### src/rtl/pkt_ctrl_pkg.sv
`default_nettype none
// ============================================================================
// Module   : pkt_ctrl_pkg
// Brief    : Shared state encoding and default widths for the packet send path.
// Revision : 1.0
// ============================================================================
package pkt_ctrl_pkg;

  localparam int unsigned DFX_WIDTH_DEF     = 2;
  localparam int unsigned SEQ_NUM_WIDTH_DEF = 1;

  localparam int unsigned STATE_W = 3;
  localparam logic [2:0] ST_IDLE       = 3'd0;
  localparam logic [2:0] ST_START      = 3'd1;
  localparam logic [2:0] ST_WAIT_ENCAP = 3'd2;
  localparam logic [2:0] ST_WAIT_ACK   = 3'd3;
  localparam logic [2:0] ST_ERR        = 3'd4;

  // Bits needed to hold values 0..max_val (never less than one).
  function automatic int unsigned cnt_width(input int unsigned max_val);
    return (max_val < 2) ? 1 : $clog2(max_val + 1);
  endfunction

endpackage
`default_nettype wire

### src/rtl/ack_timer.sv
`default_nettype none
// ============================================================================
// Module   : ack_timer
// Brief    : ACK wait counter; expired flags the last allowed wait cycle.
// Revision : 1.0
// ============================================================================
module ack_timer
  import pkt_ctrl_pkg::*;
#(
  parameter int unsigned TIMEOUT_CYCLES = 256
) (
  input  logic clk,
  input  logic rst_n,
  input  logic clear,
  input  logic enable,
  output logic expired
);

  localparam int unsigned CNT_W = cnt_width(TIMEOUT_CYCLES - 1);
  localparam logic [CNT_W-1:0] C_LAST = CNT_W'(TIMEOUT_CYCLES - 1);

  logic [CNT_W-1:0] cnt_q, cnt_d;

  // Saturates at the last value so a stalled enable cannot wrap into a false expiry.
  always_comb begin
    cnt_d = cnt_q;
    if (clear) begin
      cnt_d = '0;
    end else if (enable && (cnt_q != C_LAST)) begin
      cnt_d = cnt_q + CNT_W'(1);
    end
  end

  always_ff @(posedge clk or negedge rst_n) begin
    if (!rst_n) begin
      cnt_q <= '0;
    end else begin
      cnt_q <= cnt_d;
    end
  end

  assign expired = enable && (cnt_q == C_LAST);

endmodule
`default_nettype wire

### src/rtl/pkt_send_ctrl.sv
`default_nettype none
// ============================================================================
// Module   : pkt_send_ctrl
// Brief    : Packet send controller with ACK timeout replay.
//            PKT_SEND_RETRY_LIMIT_EN enables the per-packet replay limit / ERR.
// Revision : 1.0
// ============================================================================
module pkt_send_ctrl
  import pkt_ctrl_pkg::*;
#(
  parameter int unsigned DFX_WIDTH      = DFX_WIDTH_DEF,
  parameter int unsigned SEQ_NUM_WIDTH  = SEQ_NUM_WIDTH_DEF,
  parameter int unsigned TIMEOUT_CYCLES = 256,
  parameter int unsigned MAX_RETRY      = 3
) (
  input  logic                     clk,
  input  logic                     rst_n,
  input  logic                     send_req,
  input  logic [DFX_WIDTH-1:0]     send_dst_dfx,
  input  logic [DFX_WIDTH-1:0]     local_dfx,
  output logic                     send_ready,
  output logic                     start_encap_pkt,
  output logic [DFX_WIDTH-1:0]     pkt_src_dfx,
  output logic [DFX_WIDTH-1:0]     pkt_dst_dfx,
  output logic [SEQ_NUM_WIDTH-1:0] pkt_sn,
  input  logic                     done_encap_pkt,
  output logic                     replay_pkt_sent,
  input  logic                     ack_valid,
  input  logic [SEQ_NUM_WIDTH-1:0] ack_sn,
  output logic                     send_done,
  output logic                     send_err
);

`ifdef PKT_SEND_RETRY_LIMIT_EN
  localparam logic C_RETRY_LIMIT_EN = 1'b1;
`else
  localparam logic C_RETRY_LIMIT_EN = 1'b0;
`endif

  localparam int unsigned RETRY_W = cnt_width(MAX_RETRY);
  localparam logic [RETRY_W-1:0] C_MAX_RETRY = RETRY_W'(MAX_RETRY);

  logic [STATE_W-1:0]       state_q, state_d;
  logic [DFX_WIDTH-1:0]     src_q, src_d, dst_q, dst_d;
  logic [SEQ_NUM_WIDTH-1:0] sn_q, sn_d;
  logic [RETRY_W-1:0]       retry_q, retry_d;
  logic                     replay_q, replay_d;
  logic                     done_q, done_d;
  logic                     err_q, err_d;

  logic accept, ack_match, expired, retry_stop, timer_clear, timer_en;

  assign accept      = send_req && (state_q == ST_IDLE);
  assign ack_match   = (state_q == ST_WAIT_ACK) && ack_valid && (ack_sn == sn_q);
  assign timer_clear = (state_q == ST_WAIT_ENCAP) && done_encap_pkt;
  assign timer_en    = (state_q == ST_WAIT_ACK);
  assign retry_stop  = C_RETRY_LIMIT_EN && (retry_q == C_MAX_RETRY);

  ack_timer #(
    .TIMEOUT_CYCLES(TIMEOUT_CYCLES)
  ) u_ack_timer (
    .clk    (clk),
    .rst_n  (rst_n),
    .clear  (timer_clear),
    .enable (timer_en),
    .expired(expired)
  );

  always_comb begin
    state_d  = state_q;
    src_d    = src_q;
    dst_d    = dst_q;
    sn_d     = sn_q;
    retry_d  = retry_q;
    err_d    = err_q;
    replay_d = 1'b0;
    done_d   = 1'b0;
    case (state_q)
      ST_IDLE: begin
        if (accept) begin
          state_d = ST_START;
          src_d   = local_dfx;
          dst_d   = send_dst_dfx;
          retry_d = '0;
        end
      end
      ST_START:      state_d = ST_WAIT_ENCAP;
      ST_WAIT_ENCAP: if (done_encap_pkt) state_d = ST_WAIT_ACK;
      ST_WAIT_ACK: begin
        // A matching ACK wins over a coincident expiry.
        if (ack_match) begin
          state_d = ST_IDLE;
          done_d  = 1'b1;
          sn_d    = sn_q + SEQ_NUM_WIDTH'(1);
        end else if (expired) begin
          if (retry_stop) begin
            state_d = ST_ERR;
            err_d   = 1'b1;
          end else begin
            state_d  = ST_START;
            replay_d = 1'b1;
            if (retry_q != C_MAX_RETRY) retry_d = retry_q + RETRY_W'(1);
          end
        end
      end
      ST_ERR:  state_d = ST_ERR;
      default: state_d = ST_IDLE;
    endcase
  end

  always_ff @(posedge clk or negedge rst_n) begin
    if (!rst_n) begin
      state_q  <= ST_IDLE;
      src_q    <= '0;
      dst_q    <= '0;
      sn_q     <= '0;
      retry_q  <= '0;
      replay_q <= 1'b0;
      done_q   <= 1'b0;
      err_q    <= 1'b0;
    end else begin
      state_q  <= state_d;
      src_q    <= src_d;
      dst_q    <= dst_d;
      sn_q     <= sn_d;
      retry_q  <= retry_d;
      replay_q <= replay_d;
      done_q   <= done_d;
      err_q    <= err_d;
    end
  end

  // Ready is held low while reset is asserted so every output reads 0 in reset.
  assign send_ready      = rst_n && (state_q == ST_IDLE);
  assign start_encap_pkt = (state_q == ST_START) || (state_q == ST_WAIT_ENCAP);
  assign pkt_src_dfx     = src_q;
  assign pkt_dst_dfx     = dst_q;
  assign pkt_sn          = sn_q;
  assign replay_pkt_sent = replay_q;
  assign send_done       = done_q;
  assign send_err        = err_q;

endmodule
`default_nettype wire

### config.mk
export PLATFORM = sky130hd
export DESIGN_NAME = pkt_send_ctrl
export DESIGN_NICKNAME = d
export VERILOG_FILES = /design/src/rtl/pkt_ctrl_pkg.sv /design/src/rtl/ack_timer.sv /design/src/rtl/pkt_send_ctrl.sv
export SDC_FILE = /design/constraint.sdc
export NUM_CORES = 1
export LEC_CHECK = 0
export CAP_MARGIN = 30
export CELL_PAD_IN_SITES_DETAIL_PLACEMENT = 1
export CELL_PAD_IN_SITES_GLOBAL_PLACEMENT = 1
export CORE_UTILIZATION = 23
export CTS_CLUSTER_SIZE = 24
export DETAILED_ROUTE_END_ITERATION = 6
export GPL_TIMING_DRIVEN = 0
export HOLD_SLACK_MARGIN = 0.03
export PLACE_DENSITY = 0.55
export SLEW_MARGIN = 5
export SYNTH_ARGS = -nofsm -noshare
export SYNTH_HDL_FRONTEND = slang
export SYNTH_HIERARCHICAL = 1
export SYNTH_SLANG_ARGS = --single-unit
### constraint.sdc
create_clock -name clk -period 1.7 [get_ports clk]
set_input_delay 0.51 -clock clk [delete_from_list [all_inputs] [get_ports clk]]
set_output_delay 0.51 -clock clk [all_outputs]
set_load 0.02 [all_outputs]
==> results.md, run 1 <==
* Layout cells sized above 1 at 0.301
* R2r setup slk at 90 ps
* Reg-to-reg critical path startpoint: u_ack_timer/cnt_q[0]
* Non-filler cells, final at 163
* Top-count cell post-synth: dfrtp_1
* WS Path Type: reg -> out
* Die area at 4460 sq um
* Starting Density at 0.241
* Remaining DRCs at 0
* Highest Signal Layer: met3
* EDFF count, synth at 0
* Arrival @ worst endpoint at 1180 ps
* Final Hold Viols at 0
* Crit-path cells: nor2_2, nor2_2, and2_4, buf_6
* CTS Buf Count at 3
* Critical path buffers and inverters at 1
* Synth area leader: dfrtp_1
* Root buffer cell: clkbuf_8
* # H-tree levels at 1
* Port Buf Inserts at 18
* RSZ-0062 raised after global routing: true
* Outcome: finished, final reports clean
* Period Utilization, post-route at 0.994
* Initial antenna violation count at 0
* Vias per cell at 4.55
* CTS tree: yes
* Core Rows at 23
* Wire per inst at 13.0 um
* Nets@finish at 125
* Top FF cell, synth: dfrtp_1
* Crit end category: output pin
* Ranking of synthesized cells by area: dfrtp_1, mux2_2, buf_6
* Die width at 66.8 um
* Mapped Cells at 89
* Syn_nets at 100
* Boundary Pins at 20
* Detailed Place HPWL at 1.52 mm
* Max Freq at 0.592 GHz
* Placer Congestion at 0.686
* Reg2reg end: u_ack_timer/cnt_q[0]
* Met3 wire length at 116 um
* Share of the yosys chip area belonging to registers at 0.467
* Largest net degree at the start of global routing at 20
* Hold Path Class: in -> async
* Worst Clk Skew at 8.95 ps
* Initial drt markers at 29
* Clock Pin Slew Worst Setup and Hold Paths at 70 ps
* Met1 wire length at 1.05 mm
* #FFs+latches synth at 18
* Die Y at 66.8 um
* Area of the core at 4000 sq um
* Final WS setup at 9.60 ps
* Min Tclk post-route at 1690 ps
* CP startpoint: state_q[0]
* Post-synthesis cell area at 965 sq um
* Slowest CP cell: dfrtp_2
* Library cells used by synthesis at 38
* Top cell by count, worst path: nor2_2
* Worst path required time at 1190 ps
* GRT overflow at 0
* Post-Place Setup Slack at -1240 ps
* R2R depth at 5
* Setup TNS Final at 0 ps
* Later-pin clock latency in the skew report at 250 ps
* Drt first pass iters at 3
* Crit-path leading delay family: flip-flops
* Placed Cells at 157
* Antenna diodes at 0
* Overall Global Routing Usage at 0.108
* Layout area overhead at 35.0%
* Static leakage at 0.000586 uW
* Metal2 WL at 943 um
* VDD IR max at 0.000559 V
* Top cells by count, synth: dfrtp_1, a21oi_1
* CP Depth at 4
* Synth top area share at 0.467
* Number of global-route vias before repair at 767
* Setup violators final at 0
* Max incr delay on CP at 470 ps
* Syn Area/Cell at 10.8 sq um
* Setup crit start kind: flop
* Synth async-reset ratio at 1.00
* Total power per unit cell area at 1560 nW/um^2
* Clk buf depth at 2
* First-pass GRT wire length at 3.60 mm
* Routed Antenna Nets at 0
* Via count at 741
* Yosys warns at 6
* Clk sinks at 18
* Final wirelength at 2.11 mm
* Hold WS at 123 ps
* Max Cap Viol at 0
* Crit Path Max Fanout at 6
* CTS Hold Bufs at 0
* Final max-slew violation count at 0
* Number of fill cells in the layout at 433
==> metrics by stage <==
step	total power, uW	utilization	area (sq um)
after detailed placement	1620	0.302	1210
after global routing	2190	0.326	1300
final	2030	0.326	1300
after floorplan	1290	-	965
after CTS	1940	0.316	1260
after global placement	1600	0.302	1210
==> state kept, by name (all words and copies together) (netlist names) <==
name and count:
u_ack_timer/cnt_q 8, state_q 3, pkt_dst_dfx 2, pkt_src_dfx 2, pkt_sn 1, replay_pkt_sent 1, send_done 1
==> cells in the final DEF (no fill, tap or decap), drive strengths merged, types with 4 or more instances in the layout <==
cell type | Yosys | layout
and2 | 4 | 4
nor3 | 4 | 4
inv | 4 | 4
nor2 | 4 | 4
a21oi | 6 | 6
dfrtp | 18 | 18
nand3 | 4 | 4
dlygate4sd2 | 0 | 5
buf | 4 | 10
clkbuf | 1 | 4
clkdlybuf4s50 | 0 | 9
and3 | 4 | 4
mux2 | 6 | 6
==> metal layers <==
layer | vias up | GRT usage
li1 | 367 | -
met1 | 356 | 0.144
met2 | 18 | 0.174
met3 | 0 | 0.0308
met4 | 0 | 0.0160
met5 | - | 0
==> layout make-up <==
cell class	count	area (sq um)	area share
plain buffers	4	41.3	0.0317
flip-flops and latches	18	453	0.348
multi-input cells	62	477	0.366
clock buffers	4	55.1	0.0423
inverters	4	15.0	0.0115
well taps	50	62.6	0.0480
repair buffers	21	199	0.153
==> kinds of logic after synthesis <==
family / synth area share
AO/OA/AOI/OAI: 0.0999
XOR/XNOR: 0.0182
adder cells (fa/ha/maj): 0.0130
buffers and inverters: 0.0622
flip-flops: 0.467
multiplexers: 0.0882
other: 0.00389
AND/OR/NAND/NOR: 0.248
==> what timing repair did <==
action	4_1_cts	5_1_grt
pin swaps	0	2
buffers inserted	1	2
endpoints found under the setup margin	9	6
resized for setup	22	11
==> worst max-delay path by stage <==
stage	end	slack, ps
4_1_cts	send_ready	-110
5_1_grt	start_encap_pkt	-50
2_1_floorplan	u_ack_timer/cnt_q[0]	160
3_3_place_gp	send_ready	-1250
3_5_place_dp	send_ready	-1240
6_report	start_encap_pkt	10
==> power breakdown <==
group          switching, uW  total [uW]  internal (uW)  leakage [uW]
registers                148         717            569      0.000228
logic                    445         957            512      0.000329
clock network            145         351            206     0.0000288
(Power assumes the default switching activity.)
==> inputs of run 2 (changes only) <==
- ABC_AREA: not set -> 1
- PLACE_DENSITY: 0.55 -> 0.57
==> run 2 against run 1 <==
Sequential power fell by 6.6%. First-iteration DRC count decreased by 28%. Critical path depth grew 1. Power grew 3.2%. Flip-flop and latch count is the same. Global-route usage rose by 1.6 points. Final cell count up 28%. Routed wire length rose by 22%. Clock power down 11%. Maximum frequency grew 0.41%. Critical endpoint unchanged.
==> results.md, run 2 <==
* Nets@finish at 171 (+37%)
* Yosys warns at 6 (unchanged)
* Die area at 4760 sq um (+6.8%)
* Met1 wire length at 1.17 mm (+11%)
* Drt first pass iters at 2 (-1)
* Commonest non-fill, non-tap cells in the layout: nand2_1, inv_1, dfrtp_1, nand3_1, nor2_1
* Layout cells sized above 1 at 0.241 (-0.0604)
* CTS tree: yes
* Arrival @ worst endpoint at 1170 ps (about the same)
* Syn_nets at 143 (+43%)
* Layout area overhead at 36.6%
* # H-tree levels at 1 (unchanged)
* Starting Density at 0.249 (+0.00793)
* Number of global-route vias before repair at 979 (+28%)
* Synth area leader: dfrtp_1
* Most common cell after layout, fill and taps aside: nand2_1
* Largest net degree at the start of global routing at 20 (unchanged)
* Syn Area/Cell at 7.82 sq um (-28%)
* Ranking of synthesized cells by area: dfrtp_1, nand2_1, inv_1
* Crit Path Max Fanout at 3 (-3)
* Overall Global Routing Usage at 0.123 (+0.0157)
* CTS Buf Count at 3 (unchanged)
* Initial drt markers at 21 (-28%)
* Non-filler cells, final at 208 (+28%)
* Share of the yosys chip area belonging to registers at 0.436 (-0.0306)
* Boundary Pins at 20 (unchanged)
* Root buffer cell: clkbuf_8
* Final Hold Viols at 0 (unchanged)
* Setup crit start kind: flop
* Metal2 WL at 1.27 mm (+35%)
* Routed Antenna Nets at 0 (unchanged)
* Area after DPL at 1270 sq um (+5.6%)
* Hold Path Class: in -> async
* Setup TNS Final at 0 ps (unchanged)
* Die Y at 69.0 um (+3.3%)
* Met3 wire length at 92 um (-21%)
* Setup violators final at 0 (unchanged)
* Mapped Cells at 132 (+48%)
* Multi-input gate area in the final layout at 532 sq um (+12%)
* Post-synthesis cell area at 1030 sq um (+7.0%)
* Post-Place Setup Slack at -1310 ps (-67.8 ps)
* Outcome: finished, final reports clean
* Final wirelength at 2.58 mm (+22%)
* Placed Cells at 200 (+27%)
* Port Buf Inserts at 18 (unchanged)
* Fin area at 1410 sq um (+8.3%)
* Worst Clk Skew at 1.67 ps (-7.28 ps)
* Clk sinks at 18 (unchanged)
* Largest register FFs at 8 (unchanged)
* Min Tclk post-route at 1680 ps (-6.89 ps)
* GRT overflow at 0 (unchanged)
* Final max-slew violation count at 0 (unchanged)
* Top FF cell, synth: dfrtp_1
* Initial antenna violation count at 0 (unchanged)
* Placer Congestion at 0.752 (+9.6%)
* Antenna diodes at 0 (unchanged)
* Synth async-reset ratio at 1.00 (unchanged)
* Highest Signal Layer: met4
* Core Rows at 23 (unchanged)
* #FFs+latches synth at 18 (unchanged)
* Area of the core at 4140 sq um (+3.6%)
* Post-Route Utilization at 0.340 (+0.0147)
* Detailed Place HPWL at 1.87 mm (+23%)
* Crit end category: output pin
* Top-count cell post-synth: nand2_1
* RSZ-0062 raised after global routing: true
* VDD IR max at 0.000489 V (-12%)
* Worst path required time at 1190 ps (about the same)
* Library cells used by synthesis at 27 (-29%)
* Number of fill cells in the layout at 506 (+17%)
* Period Utilization, post-route at 0.990 (-0.00406)
* WS Path Type: reg -> out
* First-pass GRT wire length at 4.22 mm (+17%)
* Remaining DRCs at 0 (unchanged)
* Die width at 69.0 um (+3.3%)
* Later-pin clock latency in the skew report at 260 ps (about the same)
* Max Freq at 0.594 GHz (+0.41%)
* Synth top area share at 0.436 (-0.0306)
* Wire per inst at 12.4 um (-4.4%)
* Clk buf depth at 2 (unchanged)
* Via count at 922 (+24%)
* EDFF count, synth at 0 (unchanged)
* Reg area at 453 sq um (unchanged)
* Regs by FF count: u_ack_timer/cnt_q (8), state_q (3)
* Max Cap Viol at 0 (unchanged)
* Total power per unit cell area at 1480 nW/um^2 (-4.7%)
* Most flops, register: u_ack_timer/cnt_q
* Vias per cell at 4.43 (-2.5%)
* Top cells by count, synth: nand2_1, inv_1, dfrtp_1
* Final WS setup at 16.5 ps (+6.89 ps)
* Clock Pin Slew Worst Setup and Hold Paths at 70 ps (about the same)
* Static leakage at 0.000740 uW (+26%)
## run 2: per-layer routing
metal  global-route usage  up-vias
met5                    0        -
met4               0.0612        0
met3               0.0296        4
met2                0.223       17
met1                0.132      442
li1                     -      459
## run 2: through the flow
step / total power, uW / hold slack (ps)
finish: 2090 / 119
global route: 2250 / 130
CTS: 1970 / 119
detailed placement: 1620 / 488
global placement: 1580 / 471
floorplan: 1270 / 214
## run 2: worst paths after layout
path                                 from                    to  slack [ps]  cells after the start
hold / removal                      rst_n  u_ack_timer/cnt_q[3]         120                      1
setup / recovery               state_q[0]       start_encap_pkt          20                      5
setup reg to reg               state_q[1]  u_ack_timer/cnt_q[0]         190                      8
max in group asynchronous           rst_n            state_q[2]        1340                      1
hold reg to reg            pkt_src_dfx[1]        pkt_src_dfx[1]         500                      2
min in group clk           pkt_src_dfx[1]        pkt_src_dfx[1]         500                      2
## run 2: power breakdown
group          switching (uW)  internal [uW]  total, uW
Sequential                111            559        670
Clock                     155            158        313
Combinational             663            444       1110
## run 2: cells by family (layout without fill, tap and decap cells)
kind of cell             count (synthesis)  in the layout  share of synthesized area
XOR/XNOR                                 1              1                    0.00849
buffers and inverters                   25             51                     0.0946
flip-flops                              18             18                      0.436
AND/OR/NAND/NOR                         74             74                      0.378
other                                    1              1                    0.00363
AO/OA/AOI/OAI                           12             12                     0.0667
adder cells (fa/ha/maj)                  1              1                     0.0121
## run 2: layout make-up
class	count	share of cell area
tap	50	0.0444
buffer	1	0.00532
inverter	24	0.0692
multi-input combinational	89	0.377
timing repair buffer	23	0.154
clock buffer	3	0.0293
sequential	18	0.321
## run 2: critical path, stage by stage, from the launching register on
cell and delay [ps]:
dfrtp_2 420, buf_4 160, nand2_4 80, nand3_4 90
inv_2 60, buf_6 110
## run 2: what timing repair did
| item | in CTS | in global routing |
|---|---|---|
| buffers inserted | 3 | 2 |
| hold buffers | 0 | 0 |
| setup endpoints to repair | 17 | 7 |
| hold endpoints to repair | 0 | 0 |
| gates cloned | 0 | 0 |
| pin swaps | 0 | 2 |
| resized for setup | 29 | 15 |
